$ cat src/rtl/nfc_command_arbiter.sv
// nfc_command_arbiter
// Shares one address/command generator (ACG) between several NAND command
// modules. A module claims the ACG by raising its decoded-start flag while
// the arbiter is idle. The lowest index wins. The owner drives the shared
// bundle until it reports its last step or the BUSY watchdog expires. One
// DRAIN cycle then returns the bundle to its idle value before the next
// host command is accepted.

module nfc_command_arbiter #(
    parameter int          NumberOfWays  = 4,
    parameter int          NumberOfCmds  = 4,
    parameter logic [15:0] TimeoutCycles = 16'hFFFF
) (
    input  logic                           iSystemClock,
    input  logic                           iReset_n,
    input  logic                           iCMDValid,
    output logic                           oCMDReady,
    output logic [NumberOfCmds-1:0]        oCMDValid,
    input  logic [NumberOfCmds-1:0]        iStart,
    input  logic [NumberOfCmds-1:0]        iLastStep,
    input  logic [NumberOfCmds*8-1:0]      iCmd_Command,
    input  logic [NumberOfCmds*3-1:0]      iCmd_CommandOption,
    input  logic [NumberOfCmds*NumberOfWays-1:0] iCmd_TargetWay,
    input  logic [NumberOfCmds*16-1:0]     iCmd_NumOfData,
    input  logic [NumberOfCmds-1:0]        iCmd_CASelect,
    input  logic [NumberOfCmds*40-1:0]     iCmd_CAData,
    output logic [7:0]                     oACG_Command,
    output logic [2:0]                     oACG_CommandOption,
    output logic [NumberOfWays-1:0]        oACG_TargetWay,
    output logic [15:0]                    oACG_NumOfData,
    output logic                           oACG_CASelect,
    output logic [39:0]                    oACG_CAData,
    output logic [NumberOfCmds-1:0]        oOwner,
    output logic                           oDone,
    output logic                           oTimeout,
    output logic                           oUnknownCmd,
    output logic                           oConflict
);

    localparam int OwnerWidth = (NumberOfCmds > 1) ? $clog2(NumberOfCmds) : 1;
    // Watchdog fires when the counter reaches this value with no completion.
    localparam logic [15:0] TimeoutLimit = TimeoutCycles - 16'd1;

    typedef enum logic [1:0] {
        StIdle  = 2'd0,
        StBusy  = 2'd1,
        StDrain = 2'd2
    } state_t;

    state_t                    state_r;
    logic [OwnerWidth-1:0]     owner_r;
    logic [NumberOfCmds-1:0]   owner_onehot_r;
    logic [15:0]               count_r;
    logic                      conflict_r;
    logic                      done_r;
    logic                      timeout_r;

    logic                      owner_last_s;
    logic [7:0]                sel_command_s;
    logic [2:0]                sel_option_s;
    logic [NumberOfWays-1:0]   sel_way_s;
    logic [15:0]               sel_numdata_s;
    logic                      sel_caselect_s;
    logic [39:0]               sel_cadata_s;

    // Index of the lowest set request bit.
    function automatic logic [OwnerWidth-1:0] lowest_index(input logic [NumberOfCmds-1:0] req);
        logic [OwnerWidth-1:0] idx;
        idx = {OwnerWidth{1'b0}};
        for (int k = NumberOfCmds - 1; k >= 0; k--) begin
            if (req[k]) begin
                idx = k[OwnerWidth-1:0];
            end else begin
                idx = idx;
            end
        end
        return idx;
    endfunction

    // One-hot mask of the lowest set request bit.
    function automatic logic [NumberOfCmds-1:0] lowest_onehot(input logic [NumberOfCmds-1:0] req);
        return req & (~req + {{(NumberOfCmds-1){1'b0}}, 1'b1});
    endfunction

    // True when two or more request bits are set together.
    function automatic logic more_than_one(input logic [NumberOfCmds-1:0] req);
        return (req & (req - {{(NumberOfCmds-1){1'b0}}, 1'b1})) != {NumberOfCmds{1'b0}};
    endfunction

    assign owner_last_s = iLastStep[owner_r];

    // Arbiter FSM: grant, watchdog, completion and drain bookkeeping.
    always_ff @(posedge iSystemClock or negedge iReset_n) begin
        if (!iReset_n) begin
            state_r        <= StIdle;
            owner_r        <= {OwnerWidth{1'b0}};
            owner_onehot_r <= {NumberOfCmds{1'b0}};
            count_r        <= 16'd0;
            conflict_r     <= 1'b0;
            done_r         <= 1'b0;
            timeout_r      <= 1'b0;
        end else begin
            done_r    <= 1'b0;
            timeout_r <= 1'b0;
            case (state_r)
                StIdle: begin
                    if (|iStart) begin
                        state_r        <= StBusy;
                        owner_r        <= lowest_index(iStart);
                        owner_onehot_r <= lowest_onehot(iStart);
                        count_r        <= 16'd0;
                        conflict_r     <= conflict_r | more_than_one(iStart);
                    end else begin
                        state_r <= StIdle;
                    end
                end
                StBusy: begin
                    // Completion wins over a simultaneous watchdog expiry.
                    if (owner_last_s) begin
                        state_r        <= StDrain;
                        owner_onehot_r <= {NumberOfCmds{1'b0}};
                        done_r         <= 1'b1;
                    end else if (count_r == TimeoutLimit) begin
                        state_r        <= StDrain;
                        owner_onehot_r <= {NumberOfCmds{1'b0}};
                        timeout_r      <= 1'b1;
                    end else begin
                        count_r <= count_r + 16'd1;
                    end
                end
                StDrain: begin
                    state_r <= StIdle;
                end
                default: begin
                    state_r        <= StIdle;
                    owner_onehot_r <= {NumberOfCmds{1'b0}};
                end
            endcase
        end
    end

    // AND-OR mux of the owner's bundle; the one-hot mask is zero outside BUSY.
    always_comb begin
        sel_command_s  = 8'd0;
        sel_option_s   = 3'd0;
        sel_way_s      = {NumberOfWays{1'b0}};
        sel_numdata_s  = 16'd0;
        sel_caselect_s = 1'b0;
        sel_cadata_s   = 40'd0;
        for (int k = 0; k < NumberOfCmds; k++) begin
            sel_command_s  = sel_command_s  | ({8{owner_onehot_r[k]}}  & iCmd_Command[k*8 +: 8]);
            sel_option_s   = sel_option_s   | ({3{owner_onehot_r[k]}}  & iCmd_CommandOption[k*3 +: 3]);
            sel_way_s      = sel_way_s      | ({NumberOfWays{owner_onehot_r[k]}} & iCmd_TargetWay[k*NumberOfWays +: NumberOfWays]);
            sel_numdata_s  = sel_numdata_s  | ({16{owner_onehot_r[k]}} & iCmd_NumOfData[k*16 +: 16]);
            sel_caselect_s = sel_caselect_s | (owner_onehot_r[k] & iCmd_CASelect[k]);
            sel_cadata_s   = sel_cadata_s   | ({40{owner_onehot_r[k]}} & iCmd_CAData[k*40 +: 40]);
        end
    end

    assign oACG_Command       = sel_command_s;
    assign oACG_CommandOption = sel_option_s;
    assign oACG_TargetWay     = sel_way_s;
    assign oACG_NumOfData     = sel_numdata_s;
    // Idle value of CASelect is 1, so it is forced high outside BUSY.
    assign oACG_CASelect      = (state_r == StBusy) ? sel_caselect_s : 1'b1;
    assign oACG_CAData        = sel_cadata_s;

    assign oCMDReady   = (state_r == StIdle);
    assign oCMDValid   = {NumberOfCmds{iCMDValid & (state_r == StIdle)}};
    // Held low during reset even though ready/valid still pass through.
    assign oUnknownCmd = iReset_n & (state_r == StIdle) & iCMDValid & ~(|iStart);
    assign oOwner      = owner_onehot_r;
    assign oDone       = done_r;
    assign oTimeout    = timeout_r;
    assign oConflict   = conflict_r;

endmodule

$ cat config.mk
export PLATFORM = sky130hd
export DESIGN_NAME = nfc_command_arbiter
export DESIGN_NICKNAME = d
export VERILOG_FILES = /design/src/rtl/nfc_command_arbiter.sv
export SDC_FILE = /design/constraint.sdc
export NUM_CORES = 1
export LEC_CHECK = 0
export BUFFER_PORTS_ARGS = -buffer_cell sky130_fd_sc_hd__buf_4
export CAP_MARGIN = 10
export CORE_AREA = 2 2 149 151
export DETAILED_ROUTE_END_ITERATION = 6
export DIE_AREA = 0 0 151 153
export REMOVE_ABC_BUFFERS = 1
export SETUP_SLACK_MARGIN = 0.1
export SYNTH_ARGS = -nofsm -noshare
export SYNTH_HDL_FRONTEND = slang
export SYNTH_SLANG_ARGS = --single-unit
$ cat constraint.sdc
create_clock -name iSystemClock -period 2.5 [get_ports iSystemClock]
set_clock_uncertainty 0.05 [all_clocks]
set_input_delay 0 -clock iSystemClock [delete_from_list [all_inputs] [get_ports iSystemClock]]
set_output_delay 0 -clock iSystemClock [all_outputs]
set_load 0.005 [all_outputs]
==> results by stage <==
STA:
- For the pin with the worst max-slew slack, the measured transition is approximately 500 ps.
- The post-route fraction of the period consumed by the critical path is 0.814.
- The worst pin sits at a relative slew slack of 0.661.
- The final hold violation count was 0.
- The minimum clock period after layout is roughly 2000 ps.
- Static timing analysis puts the maximum clock frequency at between 400 and 500 MHz.
- Hold timing on the final database bottoms out at a slack of ~5.2 ps.
- Setup repair after global routing left no endpoint under its margin.
- Setup violations remaining at the end of the flow were counted as 0.
- The number of max-slew violations in the final report came to 0.
- The sum of negative setup slack is 0 ps.

Worst setup path:
- The launch point of the worst path is count_r[8].
- The data required time of the worst path is 2570 ps.
- The largest individual stage delay along the critical path comes from the cell sky130_fd_sc_hd__or4_1.
- The worst setup path is launched from a flop.
- The data arrival time of the worst path is about 2100 ps.
- The signal on the critical path passes through nand4_1 > or4_1 > a31oi_1 > o21ai_0.
- The biggest cell delay along the critical path is 830 ps.
- In this run the critical register-to-register path is captured at count_r[9].
- The critical path in this run is classified as reg2reg.
- The worst setup path is captured at a flop.
- The origin of the critical flop-to-flop path is count_r[8].
- The maximum net fanout on the critical path is 13.
- Across all register-to-register paths, the minimum setup slack is about 470 ps.
- The number of cells on the worst reg-to-reg path is 4.

Die:
- From bottom edge to top edge, the die measures approximately 150 µm.
- The number of I/O pins is between 300 and 400.
- The effective utilization at floorplan is 0.142.
- The core region is around 0.021 mm².
- The total die area is between 0.02 and 0.025 mm².
- The die is between 150 and 200 µm wide.
- The floorplan has between 50 and 60 rows.

Global routing:
- For this run, the total global-route usage over all layers was measured as 0.142.
- The number of global-route vias before repair was ~4.5k.
- The first global-routing pass estimated between 20 and 30 mm of wire.
- The initial antenna violation count is 1.
- For this run the aggregate overflow at the end of global routing stands at 0.
- The pin count of the biggest net entering global routing is between 50 and 60.

Synth:
- The share of the Yosys chip area taken by registers is 0.221.
- The post-synth design cell area is 0.00306 mm².
- The number of unique standard cell types used by synthesis is 53.
- The post-synthesis average cell area is ~7.4 µm².
- Synthesis produced between 400 and 500 cells.
- The number of register bits inferred by synthesis is 27.
- The number of warnings reported in the yosys synthesis log is 0.
- The prevailing post-synth register cell is sky130_fd_sc_hd__dfrtp_1.
- The number of synthesized flops with an enable pin is 0.
- After synthesis, the share of flip-flops with an asynchronous set or reset is 1.00.

Clocking:
- The register clock-pin slew on the reported worst setup and hold paths is roughly 70 ps.
- The clock passes through at most 2 buffers.
- The clock insertion delay at the later pin of the skew report is around 260 ps.
- CTS built an H-tree with a depth of 1.
- In this run, post-CTS repair resized a total of 0 instances.
- Counting every sink on the clock net gives 27.
- The CTS tree is yes.
- In this run the clock root is driven by a sky130_fd_sc_hd__clkbuf_16.
- The clock buffer count from CTS is 3.

Final layout:
- The total number of nets in the final design is 1,070.
- The library cells used most frequently in the layout, excluding fill and tap cells, are sky130_fd_sc_hd__buf_4 (391), sky130_fd_sc_hd__a22oi_1 (145), sky130_fd_sc_hd__nand2_1 (80), sky130_fd_sc_hd__dfrtp_1 (23), sky130_fd_sc_hd__nor2_1 (13).
- For this run, the number of standard cells in the final layout without fillers is between 1k and 1.5k.
- The area growth from synthesis to layout is 106%.
- Measured on the finished design, the core utilization comes to 0.294.
- Leaving out fill and tap cells, the most frequent cell in the layout is sky130_fd_sc_hd__buf_4.
- The number of antenna diodes in the final layout is 0.
- The share of post-route cells with drive strength above 1 is 0.536.

Pwr:
- Of the total power, the clock network draws 0.086.
- Of the total power, registers draw 0.164.
- The total power per unit cell area is just under 700 mW/mm².
- The total power is roughly 4.3 mW.
- The analysis attributes to net switching a power of roughly 1.9 mW.
- The share of total power dissipated in combinational logic is 0.750.
- The internal portion of the total power is 2.41 mW.
- The share of total power consumed by net switching is 0.442.
- The worst ir drop on vdd is about 480 µV.
- For this design the static power due to leakage is 3.17 nW.

Drt:
- The number of optimization iterations in the first detailed-route pass is 4.
- In the final routed layout, each cell accounts on average for approximately 17 µm.
- For this block, the routed nets add up to 18.3 mm of wire.
- The initial detailed-routing violation count is about 320.
- The vias per cell is roughly 4.6.
- The via total after detailed routing is ~4.8k.
- The number of nets still failing antenna checks after routing is 0.
- The residual DRC count is 0.

Job:
- The tool flagged a number of max-cap violations equal to 0.

Placement:
- Buffers placed on the I/O ports in this run total around 380.
- The number of placed instances, taps included, is 1,043.
- Detailed placement finished with a half-perimeter wire length of around 15 mm.
- The final weighted congestion of routability-driven global placement is between 0.8 and 0.9.

Min path:
- In this run the worst hold path is classified as in2reg.
- The worst min-delay path endpoint is oOwner[2].
- Along the worst hold path, the cell count comes to 2.
- The launch point of the worst hold path is iStart[2].

Outcome:
- The run finished with clean final reports.
## cell families after synthesis
group                    synth area share
buffers and inverters              0.0707
flip-flops                          0.221
AO/OA/AOI/OAI                       0.481
adder cells (fa/ha/maj)           0.00818
AND/OR/NAND/NOR                     0.209
multiplexers                       0.0102
## worst max path at each step
| stage | to | slack (ps) | cells past startpoint |
|---|---|---|---|
| 3_3_place_gp | count_r[14] | 500 | 4 |
| 2_1_floorplan | oOwner[1] | 540 | 2 |
| 6_report | count_r[9] | 470 | 4 |
| 5_1_grt | count_r[9] | 310 | 4 |
| 4_1_cts | count_r[9] | 460 | 4 |
| 3_5_place_dp | count_r[9] | 470 | 4 |
## cell usage after synthesis, types with 3 or more instances
master | number | area [µm²]
sky130_fd_sc_hd__nor3_1 | 5 | 25.0
sky130_fd_sc_hd__nor4_1 | 3 | 18.8
sky130_fd_sc_hd__a31oi_1 | 12 | 75.1
sky130_fd_sc_hd__nand4_1 | 4 | 25.0
sky130_fd_sc_hd__a22oi_1 | 145 | 1090
sky130_fd_sc_hd__or4_1 | 3 | 22.5
sky130_fd_sc_hd__nand2_1 | 80 | 300
sky130_fd_sc_hd__inv_1 | 6 | 22.5
sky130_fd_sc_hd__clkbuf_1 | 23 | 86.3
sky130_fd_sc_hd__o21ai_0 | 6 | 30.0
sky130_fd_sc_hd__o2bb2ai_1 | 3 | 26.3
sky130_fd_sc_hd__a21oi_1 | 6 | 30.0
sky130_fd_sc_hd__nand2b_1 | 3 | 18.8
sky130_fd_sc_hd__buf_4 | 5 | 37.5
sky130_fd_sc_hd__nand3_1 | 12 | 60.1
sky130_fd_sc_hd__dfrtp_1 | 27 | 676
sky130_fd_sc_hd__buf_1 | 10 | 37.5
sky130_fd_sc_hd__nor2_1 | 13 | 48.8
## metal layers
layer  vias to the layer above  track usage  part of all wire  wire, µm
met4                         2       0.0441             0.028       512
met3                        26       0.0275             0.086      1580
met1                      2264        0.185              0.41      7460
met5                         -            0           0.00071        13
met2                       209        0.236              0.48      8740
li1                       2343            -                 -         -
## worst max-delay path: cells and delay by family (launching register included)
family / cells / cell delay (ps)
AO/OA/AOI/OAI: 2 / 320
flip-flops: 1 / 430
AND/OR/NAND/NOR: 2 / 1100
## power groups by stage
stage	clock, mW	combinational, mW	sequential, mW
finish	0.373	3.24	0.709
global route	0.398	3.51	0.734
CTS	0.379	3.29	0.713
detailed placement	0	3.27	0.721
global placement	0	3.27	0.714
floorplan	0	1.14	0.875
## sequential cells by signal, indices dropped and copies added (netlist names)
name       count
count_r       16
oConflict      1
oDone          1
oOwner         4
oTimeout       1
owner_r        2
state_r        2
## metrics by stage
| step | instance area [µm²] | setup slack [ps] |
|---|---|---|
| 2_1_floorplan | 2870 | 543 |
| 3_3_place_gp | 6220 | 500 |
| 3_5_place_dp | 6220 | 474 |
| 4_1_cts | 6310 | 460 |
| 5_1_grt | 6310 | 307 |
| 6_report | 6310 | 465 |
## cell type report
cell class / count / area [µm²]
clock buffer: 4 / 78.8
timing repair buffer: 395 / 3010
sequential: 27 / 681
tap: 280 / 350
inverter: 6 / 22.5
multi-input combinational: 336 / 2170
fill: 2284 / 15200
## repair_timing
item | 4_1_cts | 5_1_grt
buffers inserted | 0 | 0
hold buffers | 1 | 0
hold endpoints to repair | 27 | 0
No activity file was read; power rests on OpenSTA's default activity.
